==> config.mk <==
export PLATFORM = sky130hd
export DESIGN_NAME = iterative_muldiv
export DESIGN_NICKNAME = d
export VERILOG_FILES = /design/src/rtl/muldiv_pkg.sv /design/src/rtl/muldiv_step.sv /design/src/rtl/iterative_muldiv.sv
export SDC_FILE = /design/constraint.sdc
export NUM_CORES = 2
export LEC_CHECK = 0
export ABC_AREA = 1
export BUFFER_PORTS_ARGS = -buffer_cell sky130_fd_sc_hd__clkbuf_2
export CAP_MARGIN = 20
export CORE_MARGIN = 10
export CORE_UTILIZATION = 42
export CTS_CLUSTER_SIZE = 14
export DETAILED_ROUTE_END_ITERATION = 7
export GPL_ROUTABILITY_DRIVEN = 0
export PLACE_DENSITY_LB_ADDON = 0.25
export SYNTH_ARGS = -nofsm -noshare
export SYNTH_HDL_FRONTEND = slang
export SYNTH_SLANG_ARGS = --single-unit
==> constraint.sdc <==
create_clock -name clk -period 8.6 [get_ports clk]
set_clock_uncertainty 0.1 [all_clocks]
set_input_delay 0.43 -clock clk [delete_from_list [all_inputs] [get_ports clk]]
set_output_delay 0.43 -clock clk [all_outputs]
set_load 0.01 [all_outputs]
==> src/rtl/muldiv_pkg.sv <==
// Shared types and constants for the iterative multiply/divide unit.
package muldiv_pkg;

  typedef enum logic [1:0] {
    OP_MUL  = 2'b00,
    OP_UDIV = 2'b01,
    OP_SDIV = 2'b10
  } op_t;

  typedef enum logic [1:0] {
    S_IDLE = 2'b00,
    S_RUN  = 2'b01,
    S_DONE = 2'b10
  } state_t;

  // Widest supported N; the top slices its own width out of this.
  localparam int unsigned MAX_N = 128;
  localparam logic [MAX_N-1:0] DBZ_RESULT = '1;

endpackage

==> src/rtl/muldiv_step.sv <==
// One iteration of the datapath: shift-add for MUL, restoring
// subtract-compare-shift for UDIV/SDIV.
module muldiv_step #(
  parameter int N = 64
) (
  input  logic         is_div,
  input  logic [N-1:0] x,
  input  logic [N-1:0] y,
  input  logic [N-1:0] z,
  output logic [N-1:0] x_nxt,
  output logic [N-1:0] y_nxt,
  output logic [N-1:0] z_nxt
);

  logic [N:0] rem_sh;
  logic [N:0] diff;
  logic       ge;

  always_comb begin
    // x: accumulator / partial remainder, y: multiplier / dividend->quotient,
    // z: multiplicand / divisor
    rem_sh = {x, y[N-1]};
    diff   = rem_sh - {1'b0, z};
    ge     = ~diff[N];
    x_nxt  = x;
    y_nxt  = y;
    z_nxt  = z;
    if (is_div) begin
      x_nxt = ge ? diff[N-1:0] : rem_sh[N-1:0];
      y_nxt = {y[N-2:0], ge};
      z_nxt = z;
    end else begin
      x_nxt = y[0] ? (x + z) : x;
      y_nxt = y >> 1;
      z_nxt = z << 1;
    end
  end

endmodule

==> src/rtl/iterative_muldiv.sv <==
// Multi-cycle N-bit multiply/divide unit with start/busy/done handshake.
//   state  | meaning
//   S_IDLE | waiting; start accepted here
//   S_RUN  | iterating, one bit per cycle for N cycles
//   S_DONE | done pulse; result/zero/dbz valid
module iterative_muldiv
  import muldiv_pkg::*;
#(
  parameter int N = 64
) (
  input  logic         clk,
  input  logic         reset,
  input  logic         start,
  input  logic [1:0]   op,
  input  logic [N-1:0] a,
  input  logic [N-1:0] b,
  output logic         busy,
  output logic         done,
  output logic [N-1:0] result,
  output logic         zero,
  output logic         dbz
);

  localparam int CW = (N > 1) ? $clog2(N) : 1;

  state_t         state_q, state_d;
  logic [CW-1:0]  cnt_q;
  logic [N-1:0]   x_q, y_q, z_q;
  logic [N-1:0]   x_nxt, y_nxt, z_nxt;
  logic           div_q, neg_q;
  logic [N-1:0]   result_q;
  logic           zero_q, dbz_q;

  logic           accept, op_div, op_sdiv, b_zero, last;
  logic [N-1:0]   a_mag, b_mag, res_fin;

  assign op_div  = (op == OP_UDIV) || (op == OP_SDIV);
  assign op_sdiv = (op == OP_SDIV);
  assign b_zero  = (b == '0);
  assign accept  = (state_q == S_IDLE) && start;
  assign last    = (state_q == S_RUN) && (cnt_q == CW'(N - 1));
  assign a_mag   = (op_sdiv && a[N-1]) ? -a : a;
  assign b_mag   = (op_sdiv && b[N-1]) ? -b : b;
  assign res_fin = div_q ? (neg_q ? -y_nxt : y_nxt) : x_nxt;

  muldiv_step #(.N(N)) u_step (
    .is_div (div_q),
    .x      (x_q),
    .y      (y_q),
    .z      (z_q),
    .x_nxt  (x_nxt),
    .y_nxt  (y_nxt),
    .z_nxt  (z_nxt)
  );

  always_ff @(posedge clk or posedge reset) begin
    if (reset) state_q <= S_IDLE;
    else       state_q <= state_d;
  end

  always_comb begin
    state_d = state_q;
    busy    = 1'b0;
    done    = 1'b0;
    unique case (state_q)
      S_IDLE: begin
        if (start) state_d = (op_div && b_zero) ? S_DONE : S_RUN;
      end
      S_RUN: begin
        busy = 1'b1;
        if (last) state_d = S_DONE;
      end
      S_DONE: begin
        busy    = 1'b1;
        done    = 1'b1;
        state_d = S_IDLE;
      end
      default: state_d = S_IDLE;
    endcase
  end

  always_ff @(posedge clk or posedge reset) begin
    if (reset) begin
      cnt_q    <= '0;
      x_q      <= '0;
      y_q      <= '0;
      z_q      <= '0;
      div_q    <= 1'b0;
      neg_q    <= 1'b0;
      result_q <= '0;
      zero_q   <= 1'b1;
      dbz_q    <= 1'b0;
    end else if (accept) begin
      cnt_q <= '0;
      dbz_q <= 1'b0;
      div_q <= op_div;
      neg_q <= op_sdiv && (a[N-1] ^ b[N-1]);
      x_q   <= '0;
      if (op_div) begin
        y_q <= a_mag;
        z_q <= b_mag;
      end else begin
        y_q <= b;
        z_q <= a;
      end
      // Divide-by-zero skips RUN and publishes its result straight away
      if (op_div && b_zero) begin
        result_q <= DBZ_RESULT[N-1:0];
        zero_q   <= 1'b0;
        dbz_q    <= 1'b1;
      end
    end else if (state_q == S_RUN) begin
      cnt_q <= last ? '0 : cnt_q + CW'(1);
      x_q   <= x_nxt;
      y_q   <= y_nxt;
      z_q   <= z_nxt;
      if (last) begin
        result_q <= res_fin;
        zero_q   <= (res_fin == '0);
      end
    end
  end

  assign result = result_q;
  assign zero   = zero_q;
  assign dbz    = dbz_q;

endmodule
Word level (Yosys, flattened, before mapping). Index checks and enable logic that the tools add are counted.

Register bits after elaboration: 268. Bits of input ports: 133. Output and inout port bits: 68.

$add $sub $neg: 6. Eq/ne operators: 9. Muxes and demuxes: 35. Bitwise gates (word level): 2. Reduce and logical (&&, ||, !) cells: 16.

Operator list (count): $mux W64 (21); $neg A64 Y64 (3); $logic_not A64 Y1 (2); $sub A65 B64 Y65 (1); $add A64 B64 Y64 (1); $mux W6 (3); $mux W1 (7); $add A6 B1 Y6 const B (1); $eq A6 B6 Y1 const B (1); $logic_and A1 B1 Y1 (6); $mux W2 (3); $eq A2 B1 Y1 const B (2); $eq A2 B2 Y1 const B (2); $ne A2 B1 Y1 const B (2); $ne A2 B2 Y1 const B (2); $pmux W2 S2 (1); $reduce_and A2 Y1 (2); $reduce_bool A2 Y1 (2); $reduce_and A3 Y1 (1); $logic_not A2 Y1 (1); $reduce_or A2 Y1 (1); $logic_or A1 B1 Y1 (1); $not A1 Y1 (1); $xor A1 B1 Y1 (1).

Logic depth before layout (Yosys ltp).
Word-level depth: 10. Depth in mapped cells: 39. Mapped depth without buffers: 38.

Cells and area by module. A second synthesis with hierarchy kept.

Cell total of the unflattened synthesis: 6245. Area, all modules: 33841.2 sq um.

Modules (own cells, without submodules): iterative_muldiv (instances 1, cells each 2928, area an instance 18810.5 sq um, seq. area each 6707.7 sq um); muldiv_step (instances 1, cells each 3317, area an instance 15030.7 sq um, seq. area each 0.0 sq um).

Worst setup path after synthesis. Ideal clock, no wire load.

Kind: register to register. Start point: reg y_q[63]. End point: reg zero_q, in the netlist zero. Arrival time: 4.139 ns. Data required time: 8.440 ns. Path slack: 4.301 ns. Stages on the path, launching flop included: 39. Buffers on the path: 1. Clock period less this slack: 4.299 ns. Cell sequence: dfrtp_1 -> inv_1 -> ha_1 -> inv_1 -> fa_1 -> nand2_1 -> nand2_1 -> nand3_1 -> nand2_1 -> nand2_1 -> nand2_1 -> nand2_1 -> nand2_2 -> nand2_1 -> nand2_1 -> nand2_1 -> nand3_2 -> nand2_1 -> [... 3 more ...] -> nor2_2 -> nand4_4 -> nor2_4 -> nand3_2 -> or2_1 -> nand2_2 -> nand2_2 -> a21oi_2 -> o21ai_1 -> nand2_1 -> nand2_1 -> nor2_1 -> nand2_1 -> nor2_1 -> nand2_1 -> nor2_1 -> nand2_1 -> nand2_1.

Cells in the longest elaborated chain, start to end: 10. Elaborated cells on any way between the ends: 12. Classes of those cells: add/sub: 2; mux: 8; bitwise: 1; reduce/logical: 1.

Ends and longest elaborated chain: start: declaration (RTL line iterative_muldiv.sv:28) `logic [N-1:0] x_q, y_q, z_q;`; start signal: assignment (RTL line iterative_muldiv.sv:100) `y_q <= a_mag;`; start signal: assignment (RTL line iterative_muldiv.sv:115) `y_q <= y_nxt;`; $sub A65 B64 Y65 (RTL line muldiv_step.sv:23) `diff = rem_sh - {1'b0, z};`; $not A1 Y1 (RTL line muldiv_step.sv:24) `ge = ~diff[N];`; $mux W64 (RTL line muldiv_step.sv:28) `if (is_div) begin`; $neg A64 Y64 (RTL line iterative_muldiv.sv:44) `assign res_fin = div_q ? (neg_q ? -y_nxt : y_nxt) : x_nxt;`; $mux W64 (RTL line iterative_muldiv.sv:44); $mux W64 (*) (RTL line iterative_muldiv.sv:44); $logic_not A64 Y1 (*) (RTL line iterative_muldiv.sv:119) `zero_q <= (res_fin == '0);`; $mux W1 (*) (RTL line iterative_muldiv.sv:117) `if (last) begin`; $mux W1 (*) (RTL line iterative_muldiv.sv:112) `end else if (state_q == S_RUN) begin`; $mux W1 (*) (RTL line iterative_muldiv.sv:93) `end else if (accept) begin`; end signal: assignment (RTL line iterative_muldiv.sv:119); end: declaration (RTL line iterative_muldiv.sv:32) `logic zero_q, dbz_q;`.

Mark *: on every way between the ends. The rest lies on a longest branch, timed or not. The select of a mux whose other input is x is not followed. A chain may end at the register's enable or synchronous reset.

Worst setup path in the final report. Ends and elaborated chain as after synthesis.

==> flow_metrics.py <==
metrics = {
    "outcome": {
        "status": "complete, but fails checks",
        "violations": "design-rule violations",
    },
    "power_and_ir_drop": {
        "leakage_nw": 15.4,
        "p_seq_share_pct": 15.7,
        "clockPowerShare_pct": 9.8,
        "power_switching_share_pct": 61.9,
        "p_per_area_nw_per_um2": 429,
        "p_int_mw": 5.35,
        "irDropWorstVdd_v": 0.000222,
        "netSwitchingPower_mw": 8.67,
        "pwr-share-comb_pct": 74.4,
    },
    "finish": {
        "regArea_sq_um": 6710,
        "fillCellCount": 7367,
        "drive_above_1_share_pct": 8.12,
        "multi_input_area_sq_um": 19900,
        "layout.nets": 5258,
        "final_util_pct": 46.3,
        "fin_cells": 5953,
        "area_delta_synth_final_pct": 8.69,
    },
    "clock_tree": {
        "root_buffer": "clkbuf_16",
        "path_clk_slew_ns": 0.06,
        "clk_latency_ns": 0.60,
        "cts_setup_buffers": 0,
        "cts_sinks": 268,
        "cts_tree": "built",
        "clk_path_buf_depth": 3,
        "cts_buffers": 28,
        "htree_levels": 1,
    },
    "logic_synthesis": {
        "yosysSeqAreaShare_pct": 22.3,
        "synth_nets": 5185,
        "synth_area_sq_um": 30000,
        "yosys-top-cells-count": "nand2_1 (1083), inv_1 (657), nor2_1 (542), a21oi_1 (483), o21ai_0 (408)",
        "yosys.area.top_type": "dfrtp_1",
        "synth_cells": 4915,
        "synth-async-reset-ratio_pct": 100,
        "synth_edf_count": 0,
        "ys_warn_count": 0,
        "synth_top_cell_area_share_pct": 22.2,
        "synth_cell_types": 65,
        "synth.most_common_cell": "nand2_1",
        "ys.flop_type": "dfrtp_1",
        "netlist_top_cells_area": "dfrtp_1 (22%), nand2_1 (14%), inv_1 (8.2%)",
        "syn_area_per_cell_sq_um": 6.11,
        "ys_seq_elements": 268,
    },
    "timing": {
        "post-route-period-util_pct": 74.3,
        "setup_ws_ns": 2.21,
        "timing.setup.tns_ns": 0,
        "hold_viol_final": 0,
        "rsz0062_at_grt": "false",
        "slew_viol_final": 0,
        "final-setup-viol-count": 0,
        "worst_pin_slew_ns": 1.28,
        "fmax_mhz": 156,
        "whs_ns": 0.107,
        "finalCriticalPeriod_ns": 6.39,
        "relSlewSlack_pct": 13.5,
    },
    "min_path": {
        "min_path_cells": 3,
        "hp-class": "in2reg",
    },
    "floorplanning": {
        "io_pins": 201,
        "fp.coreArea_sq_um": 70500,
        "die_x_um": 287,
        "die_area_sq_um": 82600,
        "initial_utilization_pct": 42.6,
        "rows": 97,
        "die_height_um": 287,
    },
    "setup_path": {
        "max_stage_delay_ns": 0.94,
        "cp_data_arrival_time_ns": 6.82,
        "critPathKind": "reg2reg",
        "critPathTopFamily": "simple AND/OR/NAND/NOR gates",
        "crit_buf_inv": 2,
        "cp.depth": 31,
        "crit_top_cell": "nand2_1",
        "end_kind": "register",
        "crit_fanout": 23,
        "start_kind": "register",
        "required_ns": 9.03,
        "slowest_stage": "nor4_1",
        "worstRegToRegCells": 31,
    },
    "global_routing": {
        "grtUsageTotal_pct": 32.7,
        "grt_pass1_vias": 32700,
        "antenna_found_initial": 7,
        "grt_pass1_wl_um": 207000,
        "grt_max_degree": 149,
        "grt-ovfl-total": 0,
    },
    "placed_design": {
        "place_ws_ns": 2.64,
        "io_buffer_count": 200,
        "dp_cells": 5896,
        "dpl.hpwl_um": 112000,
    },
    "drt": {
        "dr_total_vias": 36100,
        "wl_per_cell_um": 23.7,
        "ant_nets": 0,
        "drt_first_iter_violations": 5170,
        "routed_wl_um": 141000,
        "drc_errors": 29,
        "vias_per_cell": 6.06,
        "dr.pass1.iters": 8,
    },
    "flow_run": {
        "drv_cap": 0,
    },
}
-- cell families after synthesis --
family | Yosys count | synth area share, %
XOR/XNOR | 109 | 3.18
adder cells (fa/ha/maj) | 137 | 5.76
AND/OR/NAND/NOR | 2157 | 30.3
buffers and inverters | 869 | 11.5
flip-flops | 268 | 22.3
AO/OA/AOI/OAI | 1375 | 26.9
-- final timing paths --
kind                       startpoint  slack [ns]  endpoint
max reg2reg                   y_q[63]        2.21      zero
min reg2reg                       dbz        0.39       dbz
min in group asynchronous       reset        0.32       dbz
max                           y_q[63]        2.21      zero
min                             b[44]        0.11   y_q[44]
max in group asynchronous       reset        6.27   x_q[32]
-- layer usage --
layer | share of wire (%) | GRT usage [%] | vias to the layer above
met3 | 12 | 8.73 | 428
met2 | 42 | 49.2 | 2347
met1 | 39 | 41.4 | 16500
met5 | 0.024 | 0.357 | -
met4 | 7.0 | 19.0 | 6
li1 | - | - | 16800
-- final cells by class --
| class | instances | area share [%] |
|---|---|---|
| inverter | 679 | 7.85 |
| clock buffer | 41 | 2.48 |
| multi-input combinational | 3778 | 61.0 |
| antenna | 3 | 0.0230 |
| timing repair buffer | 233 | 3.87 |
| tap | 940 | 3.60 |
| clock inverter | 11 | 0.602 |
| sequential | 268 | 20.6 |
-- worst min-delay path: stages --
cell	delay [ns]
clkbuf_2	0.16
o21ai_0	0.11
nand2_1	0.06
-- state kept, by name, summed over array words and instances (netlist names) --
name	count
result	64
state_q	2
neg_q	1
cnt_q	6
div_q	1
dbz	1
z_q	64
x_q	64
zero	1
y_q	64
-- power by group through the flow --
stage / registers [mW] / logic [mW] / clock network, mW
2_1_floorplan: 1.97 / 6.83 / 0
3_3_place_gp: 2.17 / 9.80 / 0
3_5_place_dp: 2.19 / 9.83 / 0
4_1_cts: 2.16 / 9.88 / 1.38
5_1_grt: 2.24 / 11.1 / 1.42
6_report: 2.21 / 10.4 / 1.38
-- per-stage QoR --
stage	cell area [sq um]	total power [mW]
2_1_floorplan	30000	8.80
3_3_place_gp	31600	12.0
3_5_place_dp	31600	12.0
4_1_cts	32600	13.4
5_1_grt	32600	14.8
6_report	32600	14.0
-- placed cells by master (no fill, tap or decap), types with 17 or more instances in the layout --
cell / count
or2_2: 19
o21bai_1: 20
inv_2: 17
inv_1: 654
dfrtp_1: 265
a31oi_1: 34
clkbuf_2: 200
nor2_1: 539
o2111ai_1: 18
xor2_1: 69
buf_4: 31
nor4_1: 29
ha_1: 134
o21ai_1: 55
a21oi_1: 483
xnor2_1: 40
o211ai_1: 101
a22oi_1: 67
nand2_1: 1081
o22ai_1: 24
nand2_2: 24
nor3_1: 63
nand4_1: 57
nand3_1: 287
o21ai_0: 408
o221ai_1: 53
clkbuf_16: 28
-- what timing repair did --
item,4_1_cts,5_1_grt
hold endpoints to repair,73,0
gates resized for setup,0,0
hold buffers,1,0
Power figures use the tool's default switching activity.
